File: src/rtl/mips16_pkg.sv
`default_nettype none
// =============================================================================
// Package : mips16_pkg
// Brief   : Shared widths, flag indices and the result-stage entry type.
// Rev     : 1.0
// =============================================================================
package mips16_pkg;

  localparam int DATA_W  = 16;
  localparam int FLAGS_W = 4;

  localparam int FLAG_Z = 3;
  localparam int FLAG_N = 2;
  localparam int FLAG_C = 1;
  localparam int FLAG_V = 0;

  typedef struct packed {
    logic [DATA_W-1:0]  result;
    logic [FLAGS_W-1:0] flags;
  } alu_entry_t;

  typedef enum logic [1:0] {
    BUF_EMPTY = 2'd0,
    BUF_ONE   = 2'd1,
    BUF_FULL  = 2'd2
  } buf_state_t;

endpackage
`default_nettype wire

File: src/rtl/alu_result_stage_skid_buffer2.sv
`default_nettype none
// =============================================================================
// Module : skid_buffer2
// Brief  : Generic 2-entry valid/ready buffer with registered ready and flush.
// Rev    : 1.0
// =============================================================================
module skid_buffer2
  import mips16_pkg::*;
#(
  parameter int WIDTH = 20
) (
  input  logic             clk,
  input  logic             rst,
  input  logic             flush,
  input  logic             in_valid,
  output logic             in_ready,
  input  logic [WIDTH-1:0] in_data,
  output logic             out_valid,
  input  logic             out_ready,
  output logic [WIDTH-1:0] out_data
);

  buf_state_t       r_state;
  buf_state_t       w_state_next;
  logic             r_in_ready;
  logic             r_out_valid;
  logic [WIDTH-1:0] r_out;
  logic [WIDTH-1:0] r_skid;

  logic w_push;
  logic w_pop;
  logic w_load_out_in;
  logic w_load_out_skid;
  logic w_load_skid;

  assign w_push = in_valid && r_in_ready;
  assign w_pop  = r_out_valid && out_ready;

  always_comb begin
    w_state_next    = r_state;
    w_load_out_in   = 1'b0;
    w_load_out_skid = 1'b0;
    w_load_skid     = 1'b0;
    if (flush) begin
      // a concurrent input is dropped; a concurrent pop has already been taken
      w_state_next = BUF_EMPTY;
    end else begin
      unique case (r_state)
        BUF_EMPTY: begin
          if (w_push) begin
            w_state_next  = BUF_ONE;
            w_load_out_in = 1'b1;
          end
        end
        BUF_ONE: begin
          if (w_push && w_pop) begin
            w_load_out_in = 1'b1;
          end else if (w_push) begin
            w_state_next = BUF_FULL;
            w_load_skid  = 1'b1;
          end else if (w_pop) begin
            w_state_next = BUF_EMPTY;
          end
        end
        BUF_FULL: begin
          if (w_pop) begin
            w_state_next    = BUF_ONE;
            w_load_out_skid = 1'b1;
          end
        end
        default: w_state_next = BUF_EMPTY;
      endcase
    end
  end

  always_ff @(posedge clk) begin
    if (rst) begin
      r_state     <= BUF_EMPTY;
      r_in_ready  <= 1'b1;
      r_out_valid <= 1'b0;
      r_out       <= '0;
      r_skid      <= '0;
    end else begin
      r_state     <= w_state_next;
      r_in_ready  <= (w_state_next != BUF_FULL);
      r_out_valid <= (w_state_next != BUF_EMPTY);
      if (w_load_out_in)
        r_out <= in_data;
      else if (w_load_out_skid)
        r_out <= r_skid;
      if (w_load_skid)
        r_skid <= in_data;
    end
  end

  assign in_ready  = r_in_ready;
  assign out_valid = r_out_valid;
  assign out_data  = r_out;

endmodule
`default_nettype wire

File: src/rtl/alu_result_stage.sv
`default_nettype none
// =============================================================================
// Module : alu_result_stage
// Brief  : Execute-stage output register deriving Z/N/C/V behind a 2-deep skid
//          buffer. Define ALU_RESULT_PARITY_EN to add the out_parity output.
// Rev    : 1.0
// =============================================================================
module alu_result_stage
  import mips16_pkg::*;
#(
  parameter int DATA_W = mips16_pkg::DATA_W,
  parameter int DEPTH  = 2
) (
  input  logic              clk,
  input  logic              rst,
  input  logic              flush,
  input  logic              in_valid,
  output logic              in_ready,
  input  logic [DATA_W-1:0] Aa,
  input  logic [DATA_W-1:0] Bb,
  input  logic              add_sub_sel,
  input  logic [DATA_W-1:0] sum,
  input  logic              carry,
  output logic              out_valid,
  input  logic              out_ready,
  output logic [DATA_W-1:0] out_result,
  output logic [3:0]        out_flags
`ifdef ALU_RESULT_PARITY_EN
  ,
  output logic              out_parity
`endif
);

  // the buffer implements exactly two entries whatever DEPTH says
  localparam int c_unused_depth = DEPTH;

  alu_entry_t w_entry;
  alu_entry_t w_out_entry;
  logic       w_msb_a;
  logic       w_msb_b;
  logic       w_msb_s;
  logic       w_unused_ops;

  assign w_msb_a      = Aa[DATA_W-1];
  assign w_msb_b      = Bb[DATA_W-1];
  assign w_msb_s      = sum[DATA_W-1];
  assign w_unused_ops = ^{Aa[DATA_W-2:0], Bb[DATA_W-2:0]};

  always_comb begin
    w_entry                = '0;
    w_entry.result         = sum;
    w_entry.flags[FLAG_Z]  = (sum == '0);
    w_entry.flags[FLAG_N]  = w_msb_s;
    w_entry.flags[FLAG_C]  = carry;
    // subtract overflows when operand signs differ, add when they match
    if (add_sub_sel)
      w_entry.flags[FLAG_V] = (w_msb_a != w_msb_b) && (w_msb_s != w_msb_a);
    else
      w_entry.flags[FLAG_V] = (w_msb_a == w_msb_b) && (w_msb_s != w_msb_a);
  end

`ifdef ALU_RESULT_PARITY_EN
  localparam int c_payload_w = $bits(alu_entry_t) + 1;
  logic [c_payload_w-1:0] w_in_payload;
  logic [c_payload_w-1:0] w_out_payload;
  assign w_in_payload              = {w_entry, ^sum};
  assign {w_out_entry, out_parity} = w_out_payload;
`else
  localparam int c_payload_w = $bits(alu_entry_t);
  logic [c_payload_w-1:0] w_in_payload;
  logic [c_payload_w-1:0] w_out_payload;
  assign w_in_payload = w_entry;
  assign w_out_entry  = w_out_payload;
`endif

  skid_buffer2 #(
    .WIDTH (c_payload_w)
  ) u_skid (
    .clk       (clk),
    .rst       (rst),
    .flush     (flush),
    .in_valid  (in_valid),
    .in_ready  (in_ready),
    .in_data   (w_in_payload),
    .out_valid (out_valid),
    .out_ready (out_ready),
    .out_data  (w_out_payload)
  );

  assign out_result = w_out_entry.result;
  assign out_flags  = w_out_entry.flags;

endmodule
`default_nettype wire

File: config.mk
export PLATFORM = sky130hd
export DESIGN_NAME = alu_result_stage
export DESIGN_NICKNAME = d
export VERILOG_FILES = /design/src/rtl/mips16_pkg.sv /design/src/rtl/alu_result_stage_skid_buffer2.sv /design/src/rtl/alu_result_stage.sv
export SDC_FILE = /design/constraint.sdc
export NUM_CORES = 1
export LEC_CHECK = 0
export ABC_AREA = 1
export ABC_CLOCK_PERIOD_IN_PS = 1300
export CAP_MARGIN = 20
export CORE_MARGIN = 1
export CORE_UTILIZATION = 43
export CTS_BUF_LIST = sky130_fd_sc_hd__clkbuf_16
export CTS_CLUSTER_DIAMETER = 60
export DETAILED_ROUTE_END_ITERATION = 16
export HOLD_SLACK_MARGIN = 0.12
export PLACE_DENSITY = 0.8
export SLEW_MARGIN = 25
export SYNTH_ARGS = -nofsm -noshare
export SYNTH_HDL_FRONTEND = slang
export SYNTH_SLANG_ARGS = --single-unit
File: constraint.sdc
create_clock -name clk -period 1.3 [get_ports clk]
set_input_delay 0.325 -clock clk [delete_from_list [all_inputs] [get_ports clk]]
set_output_delay 0.325 -clock clk [all_outputs]
set_load 0.01 [all_outputs]
==> results of run 1 <==
-- layer usage --
metal	track usage [%]	part of all wire (%)
met5	0	0
met4	6.12	2.8
met3	6.09	6.5
met2	43.4	51
met1	26.9	39
-- final timing paths --
path / cells past startpoint / to / slack (ps)
setup reg to reg: 8 / u_skid.r_skid[0] / -20
hold reg to reg: 2 / u_skid.out_data[0] / 480
setup / recovery: 8 / u_skid.r_skid[0] / -20
hold / removal: 4 / u_skid.r_skid[2] / 440
-- metrics by stage --
step           utilization, %  setup TNS, ps  hold slack [ps]  instance area, sq um
2_1_floorplan               -              0              460                  1920
3_3_place_gp             61.6         -14620              456                  2550
3_5_place_dp             61.6         -15940              461                  2550
4_1_cts                  67.1              0              466                  2780
5_1_grt                  70.3           -344              471                  2910
6_report                 70.3          -24.4              438                  2910
-- flip-flops by register name, indices dropped and copies added, names as in the netlist --
register and flops:
u_skid.r_skid 19, u_skid.in_ready 1, u_skid.out_valid 1, u_skid.out_data 19, u_skid.r_state 2
-- layout make-up --
type | count | area (sq um) | share of cell area (%)
multi-input combinational | 212 | 996 | 34.2
timing repair inverter | 1 | 8.76 | 0.301
inverter | 28 | 130 | 4.47
timing repair buffer | 75 | 729 | 25.0
clock inverter | 3 | 16.3 | 0.558
sequential | 42 | 846 | 29.0
clock buffer | 5 | 125 | 4.29
tap | 50 | 62.6 | 2.15
-- Yosys cell counts --
library cell               number  area, sq um
sky130_fd_sc_hd__buf_2          4         20.0
sky130_fd_sc_hd__buf_4          2         15.0
sky130_fd_sc_hd__o21a_1         1         7.51
sky130_fd_sc_hd__inv_2          1         3.75
sky130_fd_sc_hd__dfxtp_1       42          841
sky130_fd_sc_hd__nand2_1       73          274
sky130_fd_sc_hd__o21ai_0       20          100
sky130_fd_sc_hd__nand3_1        4         20.0
sky130_fd_sc_hd__nand2_4        2         22.5
sky130_fd_sc_hd__buf_8          1         15.0
sky130_fd_sc_hd__a21oi_1        7         35.0
sky130_fd_sc_hd__nand2_2        3         18.8
sky130_fd_sc_hd__nor3_1         1         5.00
sky130_fd_sc_hd__or2_2          1         6.26
sky130_fd_sc_hd__nand3_2        1         10.0
sky130_fd_sc_hd__clkbuf_1       2         7.51
sky130_fd_sc_hd__buf_6          2         22.5
sky130_fd_sc_hd__nor2_2         3         18.8
sky130_fd_sc_hd__inv_1         25         93.8
sky130_fd_sc_hd__nor2_1        92          345
sky130_fd_sc_hd__inv_4          2         12.5
sky130_fd_sc_hd__nor2_4         2         22.5
-- worst max-delay path, stage by stage, from the launching register on --
cell                      delay, ps
sky130_fd_sc_hd__dfxtp_2        340
sky130_fd_sc_hd__nand2_2         70
sky130_fd_sc_hd__nor2_4         130
sky130_fd_sc_hd__nand2_2         90
sky130_fd_sc_hd__nor2_4         120
sky130_fd_sc_hd__buf_12         140
sky130_fd_sc_hd__buf_12         120
sky130_fd_sc_hd__o21ai_1         80
sky130_fd_sc_hd__a21oi_1        150
-- repair_timing --
action / 4_1_cts / 5_1_grt
resized for setup: 43 / 35
pin swaps: 9 / 17
gates cloned: 3 / 2
setup endpoints to repair: 60 / 38
setup buffers: 1 / 2
-- power breakdown --
group,switching [mW],internal (mW)
sequential,0.0285,1.34
combinational,0.251,0.240
clock,0.500,0.701
total,0.780,2.28
-- cell families after synthesis --
kind of cell,Yosys count,share of synthesized area (%)
DFF,42,43.9
and+or+nand+nor,182,38.8
buffers and inverters,39,9.92
AOI/OAI and AO/OA,28,7.44
==> impl_metrics.csv, run 1 <==
group,metric,value,unit
setup_path,worst_setup_path_startpoint,"u_skid.in_ready",
synthesis,synth_cell_type_count,22,
synthesis,synth.yosys.seq_area_share,43.9,%
placement,placement.io_buffers,46,
global_routing,first_global_vias,1858,
clocking,cts_root_buf,"sky130_fd_sc_hd__clkbuf_16",
timing,tightest_slew_margin_relative_to_the_limit,84.9,%
timing,unrepaired_setup_endpoints_after_global_routing,"true",
synthesis,ys_ff_latch,42,
drt,routed-via-count,2065,
die,fp.dieH,68.8,um
timing,final.setup.worst_slack,-24.4,ps
worst_hold_path,min_path_type,"input pin to flip-flop",
setup_path,worstPathArrival,1530,ps
clocking,cts_num_sinks,42,
finish,drive_above_1_share,20.2,%
pwr,power.total,3.06,mW
synthesis,post_synth.cell_area_avg,6.59,sq um
pwr,power_density,1050,mW/mm^2
timing,timing.final.setup_violations,1,
setup_path,crit_path_max_fanout,6,
drt,remaining_drc_errors,0,
drt,drtAntennaViolNets,0,
die,initial_utilization,46.3,%
die,top_level_ports,77,
worst_hold_path,hold_path.startpoint,"sum[15]",
placement,gp_congestion,0.773,
global_routing,gr-total-overflow,0,
clocking,max-clock-path-buffers,2,
timing,finalWorstPathRequiredPeriod,1320,ps
drt,via_per_inst,4.96,
clocking,post_cts_hold_buffer_count,0,
global_routing,wire_length_of_the_first_global_routing_pass,8070,um
finish,design.final.nets,420,
global_routing,grt_util_all_layers,23.6,%
run,max_cap_violations,0,
finish,n_fill_cell,332,
finish,layout_commonest_cell,"sky130_fd_sc_hd__nor2_1",
finish,most-common-layout-cells,"sky130_fd_sc_hd__nor2_1 (88), sky130_fd_sc_hd__nand2_1 (67), sky130_fd_sc_hd__dfxtp_1 (38)",
drt,post_drt_wl_per_cell,13.3,um
timing,fmax,755,MHz
synthesis,mapped_nets,346,
clocking,clkSlewWorstSetupHoldPaths,60,ps
synthesis,syn-cell-area,0.00192,sq mm
die,die_width,68.8,um
finish,synthToLayoutAreaGrowth,52.0,%
setup_path,critical_path_class,"flip-flop to flip-flop",
timing,final_report_hold_violation_count,0,
run_status,violations_in_the_final_reports,"negative setup slack",
clocking,cts-htree-levels,2,
run_status,status,"complete, but fails checks",
global_routing,antenna_violations_before_repair,0,
drt,first_iter_violations,111,
setup_path,endpoint_kind,"flip-flop",
die,core_area,0.00414,sq mm
finish,insertedDiodeCount,0,
drt,finalWirelength,5540,um
pwr,power_leakage,1.39,nW
timing,min_period_over_period,102,%
setup_path,cp-start-kind,"flip-flop",
synthesis,yosys_warnings,0,
timing,tightestPinTransition,224,ps
placement,numPlacedInstances,400,
finish,stdcell_count,416,
global_routing,pin_count_of_the_biggest_net_entering_global_routing,23,
timing,maxSlewViolCount,0,
clocking,cts_inserted_buffers,5,
placement,detailedPlace.worstSlack,-447,ps
drt,count_of_tritonroute_iterations_in_the_first_routing_pass,4,
setup_path,worst_r2r_startpoint,"u_skid.in_ready",
pwr,power.ir.vdd_worst,0.870,mV
die,die-area,0.00473,sq mm
timing,clock_skew,6.64,ps
clocking,worstSkewPairLatency,290,ps
setup_path,worstPathRequired,1500,ps
synthesis,syn_inst,291,
clocking,cts_tree,"yes",
die,fp-row-count,23,
placement,detailed_place_hpwl,2950,um
Note: power is estimated with default switching activity, not from simulation.
==> inputs of run 2 (changes only) <==
--- a/config.mk
+++ b/config.mk
@@ -8,5 +8,4 @@
 export ABC_AREA = 1
 export ABC_CLOCK_PERIOD_IN_PS = 1300
-export CAP_MARGIN = 20
 export CORE_MARGIN = 1
 export CORE_UTILIZATION = 43
==> constraint.sdc (replaced) <==
create_clock -name clk -period 1.3 [get_ports clk]
set_input_delay 0.325 -clock clk [delete_from_list [all_inputs] [get_ports clk]]
set_output_delay 0.325 -clock clk [all_outputs]
set_load 0.05 [all_outputs]
==> run 2 against run 1 <==
- the flow still finishes with violations (negative setup slack)
- largest power group is now the clock network
- register-to-register slack lost 110 ps
- combinational power grew 68%
- clock-buffer cell count is the same
- fmax shrank 8.0%
- global-route usage grew 4.3 points
- critical endpoint is now u_skid.out_data[17]
- highest routed layer unchanged
- final cell count grew 4.3%
==> impl_metrics.csv, run 2 (synthesis gave the netlist of run 1 again) <==
group,metric,value,unit
timing,tightestPinTransition,259,ps
setup_path,worst_r2r_startpoint,"u_skid.r_state[0]",
setup_path,cp_slowest_cell,"sky130_fd_sc_hd__dfxtp_4",
setup_path,crit_path_max_fanout,8,
timing,finalWorstPathRequiredPeriod,1440,ps
drt,finalWirelength,8460,um
worst_hold_path,min_path_type,"input pin to flip-flop",
finish,synthToLayoutAreaGrowth,86.2,%
die,die_width,68.8,um
setup_path,worst_setup_path_startpoint,"u_skid.r_state[0]",
placement,placement.io_buffers,46,
clocking,clkSlewWorstSetupHoldPaths,60,ps
global_routing,wire_length_of_the_first_global_routing_pass,9430,um
setup_path,endpoint_kind,"flip-flop",
finish,most-common-layout-cells,"sky130_fd_sc_hd__nor2_1 (72), sky130_fd_sc_hd__nand2_1 (61), sky130_fd_sc_hd__dfxtp_1 (38)",
timing,clock_skew,4.35,ps
clocking,post_cts_hold_buffer_count,0,
drt,post_drt_wl_per_cell,19.5,um
pwr,power_density,1020,mW/mm^2
run,max_cap_violations,0,
setup_path,cp_slowest_stage_delay,360,ps
timing,unrepaired_setup_endpoints_after_global_routing,"true",
finish,design.final.nets,438,
placement,numPlacedInstances,401,
clocking,max-clock-path-buffers,2,
pwr,power_leakage,1.61,nW
timing,maxSlewViolCount,0,
finish,insertedDiodeCount,0,
pwr,power.total,3.64,mW
die,fp.dieH,68.8,um
die,fp-row-count,23,
timing,final.hold.worst_slack,447,ps
timing,fmax,695,MHz
worst_hold_path,hold_path.startpoint,"sum[15]",
clocking,cts_root_buf,"sky130_fd_sc_hd__clkbuf_16",
setup_path,worstPathRequired,1520,ps
finish,layout_commonest_cell,"sky130_fd_sc_hd__nor2_1",
drt,count_of_tritonroute_iterations_in_the_first_routing_pass,6,
timing,timing.final.setup_violations,35,
drt,drtAntennaViolNets,0,
global_routing,gr-total-overflow,0,
setup_path,cp-start-kind,"flip-flop",
drt,remaining_drc_errors,0,
die,die-area,0.00473,sq mm
setup_path,worstPathArrival,1660,ps
global_routing,pin_count_of_the_biggest_net_entering_global_routing,20,
drt,routed-via-count,2505,
timing,tightest_slew_margin_relative_to_the_limit,82.7,%
timing,final.setup.worst_slack,-139,ps
setup_path,critical_path_class,"flip-flop to flip-flop",
setup_path,cell_chain_critical_path,"inv_2 > nand2_2 > nor2_4 > nand2_8 > inv_8 > nand2_1 > nand2_1 > nor2_1 > nor2_1",
die,core_area,0.00414,sq mm
clocking,cts_inserted_buffers,5,
placement,detailed_place_hpwl,3390,um
placement,gp_congestion,0.782,
clocking,worstSkewPairLatency,290,ps
global_routing,grt_util_all_layers,27.9,%
clocking,cts_tree,"yes",
run_status,violations_in_the_final_reports,"negative setup slack",
timing,min_period_over_period,111,%
finish,drive_above_1_share,39.1,%
die,initial_utilization,46.3,%
die,top_level_ports,77,
placement,detailedPlace.worstSlack,-445,ps
clocking,cts-htree-levels,2,
finish,stdcell_count,434,
drt,first_iter_violations,299,
timing,final_report_hold_violation_count,0,
pwr,power.ir.vdd_worst,1.04,mV
drt,via_per_inst,5.77,
run_status,status,"complete, but fails checks",
clocking,cts_num_sinks,42,
global_routing,first_global_vias,2069,
global_routing,antenna_violations_before_repair,0,
[run 2: cell count changes in the layout (fill, tap and decap cells not counted), sizes merged]
| cell | previous run | this run |
|---|---|---|
| buf | 27 | 64 |
| dlygate4sd2 | 25 | 3 |
| inv | 28 | 31 |
| clkdlybuf4s50 | 20 | 18 |
| dlymetal6s2s | 1 | 3 |
| bufinv | 0 | 1 |
| clkbuf | 7 | 6 |
| clkinv | 3 | 4 |
| clkinvlp | 1 | 0 |
[run 2: report_power, final]
| group | leakage [nW] | internal (mW) | switching, mW |
|---|---|---|---|
| registers | 0.344 | 1.33 | 0.0571 |
| logic | 1.18 | 0.383 | 0.441 |
| clock network | 0.0855 | 0.900 | 0.524 |
[run 2: metrics by stage]
step	cell area [sq um]	setup TNS, ps	utilization [%]
floorplan	1950	-105	-
global placement	2810	-14730	67.7
detailed placement	2810	-16360	67.7
CTS	3140	-2.44	75.7
global route	3570	-3760	86.1
finish	3570	-2120	86.1
[run 2: worst max-delay path: cells and delay by family (launching register included)]
family                 cells  cell delay, ps
flip-flops                 1             360
AND/OR/NAND/NOR            7             800
buffers and inverters      2             200
[run 2: layer usage]
metal	GRT usage, %	vias up	routed length [um]
li1	-	1075	-
met1	30.4	1151	3050
met2	49.8	210	4050
met3	6.09	69	815
met4	15.6	0	541
met5	0	-	0
[run 2: repair_timing]
item,CTS,global route
cloned,2,8
resized for setup,21,96
endpoints found under the setup margin,38,40
pin swaps,7,28
endpoints found under the hold margin,0,0
buffers inserted,7,8
[run 2: final timing paths]
check | end | slack (ps) | cells after the start
setup reg to reg | u_skid.out_data[17] | -140 | 9
hold / removal | u_skid.r_skid[2] | 450 | 4
setup / recovery | u_skid.out_data[17] | -140 | 9
hold reg to reg | u_skid.r_skid[15] | 510 | 2
[run 2: area by class of cell]
type / instances / area, sq um
repair buffers: 89 / 1130
clock buffers: 5 / 125
flip-flops and latches: 42 / 856
inverters: 28 / 135
repair inverters: 5 / 61.3
fillers: 200 / 576
multi-input cells: 212 / 1160
clock inverters: 3 / 40.0
well taps: 50 / 62.6
